===== src/rtl/vc16_mem_pkg.sv =====
// rtl/vc16_mem_pkg.sv - shared state/kind types and load steering for mem_responder
package vc16_mem_pkg;

    typedef enum logic [2:0] {
        IDLE,
        RD_LO,
        RD_HI,
        WR_LO,
        WR_HI,
        IO_WAIT,
        DONE
    } state_t;

    typedef enum logic [1:0] {
        FETCH,
        LOAD,
        STORE
    } kind_t;

    localparam int LANE_LO = 0;
    localparam int LANE_HI = 1;

    // A single requested lane always comes back in the low byte, zero-filled above.
    function automatic logic [15:0] steer_load(input logic [1:0] lanes,
                                               input logic [7:0] hi,
                                               input logic [7:0] lo);
        case (lanes)
            2'b11:   steer_load = {hi, lo};
            2'b10:   steer_load = {8'h00, hi};
            default: steer_load = {8'h00, lo};
        endcase
    endfunction

endpackage


===== src/rtl/mem_wait_ctr.sv =====
// rtl/mem_wait_ctr.sv - per-beat SRAM wait-state down-counter
module mem_wait_ctr #(
    parameter int WAIT = 1
) (
    input  logic clk,
    input  logic reset,
    input  logic load,
    output logic last_cycle
);

    localparam logic [2:0] WAIT_CNT = 3'(WAIT);

    logic [2:0] count;

    // Reloaded whenever outside a beat or at a beat's last cycle, so every beat starts at WAIT.
    always_ff @(posedge clk) begin
        if (!reset) begin
            count <= WAIT_CNT;
        end else if (load) begin
            count <= WAIT_CNT;
        end else if (count != 3'd0) begin
            count <= count - 3'd1;
        end
    end

    assign last_cycle = (count == 3'd0);

endmodule


===== src/rtl/mem_responder.sv =====
// rtl/mem_responder.sv - request-bus responder for byte-wide SRAM and 16-bit I/O space
import vc16_mem_pkg::*;

module mem_responder #(
    parameter int RV   = 16,
    parameter int VA   = 16,
    parameter int WAIT = 1
) (
    input  logic          clk,
    input  logic          reset,
    input  logic [VA-1:1] addr,
    input  logic          ifetch,
    input  logic [1:0]    rstrobe,
    input  logic [1:0]    wmask,
    input  logic [RV-1:0] wdata,
    input  logic          io_access,
    output logic          idone,
    output logic          rdone,
    output logic          wdone,
    output logic [RV-1:0] rdata,
    output logic [VA-1:0] mem_addr,
    output logic [7:0]    mem_wdata,
    input  logic [7:0]    mem_rdata,
    output logic          mem_cs,
    output logic          mem_oe,
    output logic          mem_we,
    output logic [VA-1:1] io_addr,
    output logic [RV-1:0] io_wdata,
    output logic [1:0]    io_wmask,
    output logic          io_re,
    output logic          io_we,
    input  logic [RV-1:0] io_rdata,
    input  logic          io_ready
);

    state_t        state;
    kind_t         kind_q;
    logic [VA-1:1] addr_q;
    logic [1:0]    lanes_q;
    logic [7:0]    whi_q;
    logic [7:0]    lo_q;
    logic          in_beat;
    logic          last_cycle;
    logic          abort;
    logic [2:0]    done_sel;

    assign in_beat  = state inside {RD_LO, RD_HI, WR_LO, WR_HI};
    assign abort    = (kind_q == FETCH) ? !ifetch : (rstrobe == 2'b00);
    assign done_sel = {kind_q == FETCH, kind_q == LOAD, kind_q == STORE};

    mem_wait_ctr #(.WAIT(WAIT)) u_wait (
        .clk        (clk),
        .reset      (reset),
        .load       (!in_beat || last_cycle),
        .last_cycle (last_cycle)
    );

    always_ff @(posedge clk) begin
        if (!reset) begin
            state     <= IDLE;
            kind_q    <= FETCH;
            addr_q    <= '0;
            lanes_q   <= 2'b00;
            whi_q     <= 8'h00;
            lo_q      <= 8'h00;
            idone     <= 1'b0;
            rdone     <= 1'b0;
            wdone     <= 1'b0;
            rdata     <= '0;
            mem_addr  <= '0;
            mem_wdata <= 8'h00;
            mem_cs    <= 1'b0;
            mem_oe    <= 1'b0;
            mem_we    <= 1'b0;
            io_addr   <= '0;
            io_wdata  <= '0;
            io_wmask  <= 2'b00;
            io_re     <= 1'b0;
            io_we     <= 1'b0;
        end else begin
            {idone, rdone, wdone} <= 3'b000;
            case (state)
                IDLE: begin
                    addr_q <= addr;
                    whi_q  <= wdata[15:8];
                    if (|wmask) begin
                        kind_q  <= STORE;
                        lanes_q <= wmask;
                        if (io_access) begin
                            state    <= IO_WAIT;
                            io_we    <= 1'b1;
                            io_addr  <= addr;
                            io_wdata <= wdata;
                            io_wmask <= wmask;
                        end else begin
                            mem_cs <= 1'b1;
                            mem_we <= 1'b1;
                            if (wmask[LANE_LO]) begin
                                state     <= WR_LO;
                                mem_addr  <= {addr, 1'b0};
                                mem_wdata <= wdata[7:0];
                            end else begin
                                state     <= WR_HI;
                                mem_addr  <= {addr, 1'b1};
                                mem_wdata <= wdata[15:8];
                            end
                        end
                    end else if (|rstrobe) begin
                        kind_q  <= LOAD;
                        lanes_q <= rstrobe;
                        if (io_access) begin
                            state    <= IO_WAIT;
                            io_re    <= 1'b1;
                            io_addr  <= addr;
                            io_wmask <= wmask;
                        end else begin
                            mem_cs <= 1'b1;
                            mem_oe <= 1'b1;
                            if (rstrobe[LANE_LO]) begin
                                state    <= RD_LO;
                                mem_addr <= {addr, 1'b0};
                            end else begin
                                state    <= RD_HI;
                                mem_addr <= {addr, 1'b1};
                            end
                        end
                    end else if (ifetch) begin
                        kind_q   <= FETCH;
                        lanes_q  <= 2'b11;
                        state    <= RD_LO;
                        mem_cs   <= 1'b1;
                        mem_oe   <= 1'b1;
                        mem_addr <= {addr, 1'b0};
                    end
                end
                RD_LO: begin
                    if (abort) begin
                        state  <= IDLE;
                        mem_cs <= 1'b0;
                        mem_oe <= 1'b0;
                    end else if (last_cycle) begin
                        lo_q <= mem_rdata;
                        if (lanes_q[LANE_HI]) begin
                            state    <= RD_HI;
                            mem_addr <= {addr_q, 1'b1};
                        end else begin
                            state                 <= DONE;
                            mem_cs                <= 1'b0;
                            mem_oe                <= 1'b0;
                            rdata                 <= steer_load(lanes_q, 8'h00, mem_rdata);
                            {idone, rdone, wdone} <= done_sel;
                        end
                    end
                end
                RD_HI: begin
                    if (abort) begin
                        state  <= IDLE;
                        mem_cs <= 1'b0;
                        mem_oe <= 1'b0;
                    end else if (last_cycle) begin
                        state                 <= DONE;
                        mem_cs                <= 1'b0;
                        mem_oe                <= 1'b0;
                        rdata                 <= steer_load(lanes_q, mem_rdata, lo_q);
                        {idone, rdone, wdone} <= done_sel;
                    end
                end
                WR_LO: begin
                    if (last_cycle) begin
                        if (lanes_q[LANE_HI]) begin
                            state     <= WR_HI;
                            mem_addr  <= {addr_q, 1'b1};
                            mem_wdata <= whi_q;
                        end else begin
                            state                 <= DONE;
                            mem_cs                <= 1'b0;
                            mem_we                <= 1'b0;
                            {idone, rdone, wdone} <= done_sel;
                        end
                    end
                end
                WR_HI: begin
                    if (last_cycle) begin
                        state                 <= DONE;
                        mem_cs                <= 1'b0;
                        mem_we                <= 1'b0;
                        {idone, rdone, wdone} <= done_sel;
                    end
                end
                IO_WAIT: begin
                    if (io_ready) begin
                        state                 <= DONE;
                        io_re                 <= 1'b0;
                        io_we                 <= 1'b0;
                        {idone, rdone, wdone} <= done_sel;
                        if (kind_q == LOAD) begin
                            rdata <= steer_load(lanes_q, io_rdata[15:8], io_rdata[7:0]);
                        end
                    end
                end
                DONE: begin
                    state <= IDLE;
                end
                default: begin
                    state <= IDLE;
                end
            endcase
        end
    end

endmodule


===== config.mk =====
export PLATFORM = sky130hd
export DESIGN_NAME = mem_responder
export DESIGN_NICKNAME = d
export VERILOG_FILES = /design/src/rtl/vc16_mem_pkg.sv /design/src/rtl/mem_wait_ctr.sv /design/src/rtl/mem_responder.sv
export SDC_FILE = /design/constraint.sdc
export NUM_CORES = 1
export LEC_CHECK = 0
export ABC_AREA = 0
export CORE_MARGIN = 2
export CORE_UTILIZATION = 30
export DETAILED_ROUTE_END_ITERATION = 8
export PLACE_DENSITY = 0.54
export SLEW_MARGIN = 40
export SYNTH_ARGS = -nofsm -noshare
export SYNTH_HDL_FRONTEND = slang
export SYNTH_SLANG_ARGS = --single-unit

===== constraint.sdc =====
create_clock -name clk -period 2.1 [get_ports clk]
set_input_delay 0.315 -clock clk [delete_from_list [all_inputs] [get_ports clk]]
set_output_delay 0.315 -clock clk [all_outputs]
set_load 0.005 [all_outputs]

After elaboration in Yosys (flattened, before gate mapping) --
Index checks and enable logic that the tools add are counted.
Storage, ports and cells: register bits after elaboration 122, bits of input ports 64, logic and storage cells 196
Cells by class: add/subtract/negate cells 1, equality and inequality tests 32, mux-type cells 106, bitwise operators 2, reductions and logical operators 34
Operator list (number):
- $mux 16 | 15
- $pmux 16 s3 | 2
- $pmux 16 s2 | 2
- $mux 8 | 6
- $mux 15 | 3
- $mux 1 | 44
- $mux 3 | 13
- $ne 2x2->1 const B | 16
- $mux 2 | 11
- $pmux 1 s5 | 4
- $ne 3x3->1 const B | 6
- $pmux 3 s6 | 1
- $reduce_bool 3->1 | 6
- $pmux 8 s2 | 1
- $reduce_and 5->1 | 3
- $reduce_and 4->1 | 2
- $reduce_and 8->1 | 1
- $reduce_and 7->1 | 1
- $eq 2x2->1 const B | 3
- $eq 3x2->1 const B | 2
- $eq 3x3->1 const B | 2
- $logic_not 3->1 | 2
- $pmux 1 s3 | 2
- $reduce_and 2->1 | 3
- 15 further kinds | 24

Logic depth before layout (Yosys ltp) --
word-level depth 6, gate-level depth with buffers 8, depth with buffers taken out 7

Cells and area by module --
Synthesis repeated with hierarchy kept, for this count alone.
Second synthesis, totals: cell total of the unflattened synthesis 702, area total of the unflattened synthesis 5765.5 sq um
By module, submodules not included:
- mem_responder | times used 1, cells each 685, area each 5612.9 sq um, seq. area each 2382.3 sq um
- mem_wait_ctr | times used 1, cells each 17, area each 152.6 sq um, seq. area each 60.1 sq um

Worst setup path before layout --
Ideal clock, no wire load.
path type reg2reg, start register state[2], end register mem_addr[15], arrival time 1.680 ns, required time 2.019 ns, path slack 0.339 ns, stages on the path, launching flop included 9, buffers on the path 3, path through dfxtp_1 > buf_6 > nand2b_1 > buf_4 > a21oi_1 > a2111oi_4 > buf_6 > nor2_2 > a211oi_2
Between the ends: word-level cells in the longest chain between the ends 3, elaborated cells on any way between the ends 10, those cells by class eq/ne (6); mux (1); reduce/logical (3)
Ends and longest elaborated chain:
- from (decl) | RTL line mem_responder.sv:36 | state_t state;
- from (signal assigned) | RTL line mem_responder.sv:60 | state <= IDLE;
- from (signal assigned) | RTL line mem_responder.sv:90 | state <= IO_WAIT;
- from (signal assigned) | RTL line mem_responder.sv:99 | state <= WR_LO;
- $logic_not 3->1, or another cell as far along | RTL line mem_responder.sv:82 | case (state)
- $ne 4x4->1 (no line), or another cell as far along
- $reduce_and 5->1 (no line)
- to (signal assigned) | RTL line mem_responder.sv:100 | mem_addr <= {addr, 1'b0};
- to (signal assigned) | RTL line mem_responder.sv:104 | mem_addr <= {addr, 1'b1};
- to (signal assigned) | RTL line mem_responder.sv:121 | mem_addr <= {addr, 1'b0};
- to (decl) | RTL line mem_responder.sv:21 | output logic [VA-1:0] mem_addr,
Parallel ways exist; a longest one is shown, timed or not. A chain may end at the register's enable or synchronous reset.

Worst setup path in the final report --
start register kind_q[0], end register mem_addr[14]
Between the ends: word-level cells in the longest chain between the ends 4
Ends and longest elaborated chain:
- from (decl) | RTL line mem_responder.sv:37 | kind_t kind_q;
- from (signal assigned) | RTL line mem_responder.sv:61 | kind_q <= FETCH;
- from (signal assigned) | RTL line mem_responder.sv:87 | kind_q <= STORE;
- from (signal assigned) | RTL line mem_responder.sv:109 | kind_q <= LOAD;
- $logic_not 2->1 | RTL line mem_responder.sv:48 | assign abort = (kind_q == FETCH) ? !ifetch : (rstrobe == 2'b00);
- $mux 1 | RTL line mem_responder.sv:48
- $ne 2x2->1 (no line)
- $reduce_and 5->1 (no line)
No other way between the ends.

==> results.md <==
- The run finished with clean final reports.
- The starting density of the core is a little under a third.
- Input and output buffers added on the ports amount to 144.
- The reg-to-reg setup timing slack is 0.14 ns.
- The final clock skew is slightly above 0.009 ns.
- Clock latency on the worst-skew pair, taken at its later pin, is 0.41 ns.
- The type of the most critical hold path is register to register.
- Traced cell by cell, the critical path runs through or3b_4 > and3_1 > a2111oi_4 > buf_12 > nor2_1 > a211oi_2.
- Timing analysis after detailed placement gives a worst setup slack of -0.3067 ns.
- The first global-routing pass estimated 28.32 mm of wire.
- After synthesis the cells add up to 5718 µm².
- The endpoint of the worst hold-timing path is mem_wdata[7]$_SDFFE_PN0P_.
- The detail route stage leaves a number of antenna-violating nets equal to 0.
- The number of antenna violations at the first check in global routing is 1.
- The number of cell instances on the worst register-to-register path is 6.
- The slew at the pin closest to its max-slew limit is roughly 0.54 ns.
- The synthesized flop and latch total is between 100 and 150.
- The detailed router's first-iteration violation count is 266.
- Routability-driven placement finished with a final weighted congestion of 0.9033.
- Setup repair after global routing left no endpoint under its margin.
- The tree is rooted in a clkbuf_16.
- The clock network is responsible for 26.1% of the overall power.
- Entering global routing, the biggest net connects 49 pins.
- The startpoint identified for the worst register-to-register timing path is kind_q[0]$_SDFFE_PN0P_.
- The number of setup violations in the final report is 0.
- The maximum clock path buffer count is 2.
- The clock transition at the register clock pins on the worst setup and hold paths after CTS is 0.06 ns.
- The maximum fanout along the worst path is 30.
- In this run the core area contains 50 standard-cell rows.
- In this run the critical register-to-register path is captured at mem_addr[14]$_SDFFE_PN0P_.
- Counting I/O delays and the setup requirement, the final critical path takes 1.964 ns.
- The number of buffers inserted during clock tree synthesis is 17.
- Counting buffers and inverters, the worst setup path is 6 cells deep.
- Registers are responsible for just under 30% of the overall power.
- The die is approximately 140 µm tall.
- The net total in the final layout is ~900.
- The top flip-flop cell by instance count after synthesis is dfxtp_1.
- TritonCTS built the clock tree.
- The data arrival time at the worst-slack endpoint is 2.29 ns.
- The power per cell area is 1329 nW/µm².
- In the routed design, unresolved DRC markers number 0.
- The fraction of power spent switching nets is ~38%.
- From synthesis to final layout, the design area changed by 43.98%.
- The number of sinks handled by clock tree synthesis is around 120.
- After synthesis, the largest area contributor takes up 42.71% of total cell area.
- The routed via count is 5,438.
- The critical path start-end classification is register to register.
- The routed wire length per instance is 16.69 µm.
- The first detailed-routing pass took 6 iterations.
- The number of violations of the max-capacitance limit is 0.
- The net count of the mapped netlist is approximately 740.
- about 150 I/O pins were placed.
- The H-tree level count is 4.
- The Yosys step of the flow raised 0 warnings.
- The total global routing track utilization is between 15 and 20%.
- For this run, asynchronously set or reset flops after synthesis account for 0%.
- The width of the die is 142.1 µm.
- The die covers 20,180 µm².
- The number of standard cells in the layout, taps in and fillers out is 1,076.
- After clock tree synthesis, the flow added hold-fix buffers numbering 0.
- In this run the static leakage power is roughly 3.1 nW.
- The post-detailed-routing wire length is 17.95 mm.
- After detailed placement, the design holds a cell count of 1,046.
- The maximum cell stage delay along the critical path is 0.44 ns.
- The sum of buffers and inverters on the critical path is 1.
- The placeable core region is between 15,000 and 20,000 µm².
- Counting instances, the worst hold path has a depth of 2.
- The slowest cell on the critical path is or3b_4.
- The number of antenna diodes is 0.
- Summed over all nets, the switching power comes to 0.004106 W.
- Static timing analysis puts the maximum clock frequency at 509.0 MHz.
- The largest delay contributor family on the critical path is simple AND/OR/NAND/NOR gates.
- The least setup slack across all paths after layout is 0.1355 ns.
- The post-synthesis area per instance is roughly 8.5 µm².
- The count of pins over their slew limit is 0.
- The sequential-to-total area share from yosys stat is 42.71%.
- The via count of the first global-routing pass was 5,419.
- For this run the aggregate overflow at the end of global routing stands at 0.
- Yosys mapped a number of flops with a built-in enable equal to 0.
- The nature of the critical path endpoint is a register.
- In the routed layout, each cell is associated on average with a via count of 5.054.
- The power share of the combinational group is 45.0%.
- Measured against its own limit, the worst slew margin works out to 63.81%.
- Cells with a size suffix above 1 make up 15.20% of the layout.
- The number of endpoints with negative hold slack in the final report came to 0.
- The sort of element at the start of the critical path is a register.
- The internal portion of total power is 0.006838 W.
- The cell taking the most area after synthesis is dfxtp_1.
- The worst hold path begins at mem_wdata[7]$_SDFFE_PN0P_.
- Yosys mapped the design onto about 70 distinct sky130hd cell types.
- In the synthesized netlist, the number of instances is 671.
- The worst-case IR drop observed on VDD is roughly 0.70 mV.
- The wire-length estimate of the detail-placed layout is 13.14 mm.
- Yosys attributes the largest share of cell area to dfxtp_1 43%, nand2_1 10%, a21oi_1 7.3%.
- The final clock period utilization by the worst path is 93.55%.
- The critical path required time is 2.43 ns.
==> power by group through the flow <==
stage                     sequential, W  combinational, W  clock (W)
after global routing            0.00322           0.00539    0.00303
after floorplan                 0.00316           0.00313          0
after global placement          0.00320           0.00482          0
after detailed placement        0.00321           0.00492          0
final                           0.00316           0.00492    0.00286
after CTS                       0.00317           0.00495    0.00292
==> metal layers <==
metal	up-vias	wire, µm	share of wire, %	GRT usage, %
met5	-	13	0.072	0
met4	2	352	2.0	6.211
met3	26	1003	5.6	4.206
met2	171	8509	47	29.98
met1	2573	8074	45	22.35
li1	2666	-	-	-
==> kinds of logic after synthesis <==
| family | after synthesis | share of synthesized area (%) |
|---|---|---|
| adders and majority gates | 4 | 0.8753 |
| DFF | 122 | 42.71 |
| xor gates and xnor gates | 1 | 0.1532 |
| buffers and inverters | 67 | 5.995 |
| AOI/OAI and AO/OA | 181 | 22.54 |
| and+or+nand+nor | 256 | 20.72 |
| muxes | 40 | 7.002 |
==> registers in the layout, indices dropped and copies added (netlist names), 2 cells and up <==
| register | cells |
|---|---|
| io_wdata | 16 |
| mem_addr | 16 |
| rdata | 16 |
| addr_q | 15 |
| io_addr | 15 |
| lo_q | 8 |
| mem_wdata | 8 |
| whi_q | 8 |
| state | 3 |
| u_wait.count | 3 |
| io_wmask | 2 |
| kind_q | 2 |
| lanes_q | 2 |
==> worst max path at each step <==
| stage | startpoint | endpoint | slack, ns |
|---|---|---|---|
| after floorplan | state[2]$_SDFFE_PN0P_ | mem_addr[15]$_SDFFE_PN0P_ | 0.34 |
| final | kind_q[0]$_SDFFE_PN0P_ | mem_addr[14]$_SDFFE_PN0P_ | 0.14 |
| after global placement | wmask[0] | io_addr[9]$_SDFFE_PN0P_ | -0.24 |
| after detailed placement | wmask[0] | io_addr[14]$_SDFFE_PN0P_ | -0.31 |
| after global routing | state[0]$_SDFFE_PN0P_ | mem_wdata[4]$_SDFFE_PN0P_ | 0.02 |
| after CTS | state[0]$_SDFFE_PN0P_ | mem_wdata[4]$_SDFFE_PN0P_ | 0.09 |
==> per-stage QoR <==
step           hold WS (ns)  total power (W)  instance area, µm²  util, %  TNS (ns)
6_report             0.4509          0.01094                8233    44.01         0
5_1_grt              0.4718          0.01164                8233    44.01         0
4_1_cts              0.4534          0.01104                8228    43.99         0
3_5_place_dp         0.4454         0.008129                7650    40.90    -13.49
3_3_place_gp         0.4408         0.008013                7650    40.90    -10.96
2_1_floorplan        0.4357         0.006295                5718        -         0
==> cell usage in the layout, fill, tap and decap left out, types with 3 or more instances in the layout <==
| cell | instances |
|---|---|
| a211oi_2 | 15 |
| o211ai_1 | 10 |
| nor3b_1 | 3 |
| clkbuf_16 | 17 |
| a221oi_1 | 8 |
| nand2b_1 | 7 |
| nor2b_1 | 3 |
| buf_12 | 9 |
| clkdlybuf4s50_1 | 144 |
| a21oi_1 | 83 |
| o21ai_0 | 15 |
| a22o_1 | 8 |
| nor2_2 | 11 |
| and2_1 | 4 |
| ha_1 | 4 |
| nand4_1 | 10 |
| inv_1 | 15 |
| mux2i_1 | 40 |
| o31ai_1 | 9 |
| buf_4 | 39 |
| clkinv_4 | 5 |
| nor2_1 | 27 |
| or2_2 | 11 |
| o22ai_1 | 5 |
| nor3_1 | 3 |
| dfxtp_1 | 122 |
| nand2_1 | 157 |
==> what timing repair did <==
item                       in CTS  in global routing
gates resized for setup         0                  1
buffers inserted                0                  0
hold endpoints to repair        0                  0
setup endpoints to repair       0                  4
==> area by class of cell <==
type,count,area (µm²)
clock inverter,10,121.4
inverter,16,67.56
multi-input combinational,482,2938
timing repair buffer,192,1914
tap,234,292.8
fill,1797,10470
sequential,122,2442
clock buffer,20,456.7
==> cell usage after synthesis (4+ instances only) <==
master and n:
buf_6 6, o22ai_1 5, nor2_2 12, a221oi_1 8, and2_1 4, buf_4 5
o211ai_1 10, a21oi_1 83, mux2i_1 40, buf_2 11, buf_1 6, a22o_1 8
or2_2 11, inv_1 15, clkbuf_1 22, dfxtp_1 122, o21ai_0 15, nor2_1 27
o31ai_1 9, nand4_1 10, nand2_1 157, nand2b_1 7, a211oi_2 15, ha_1 4
==> tightest hold or removal path, cell delays in order, from the launching register on <==
cell and delay [ns]:
dfxtp_1 0.31, nand2_1 0.05, a21oi_1 0.05
(Power assumes the default switching activity.)
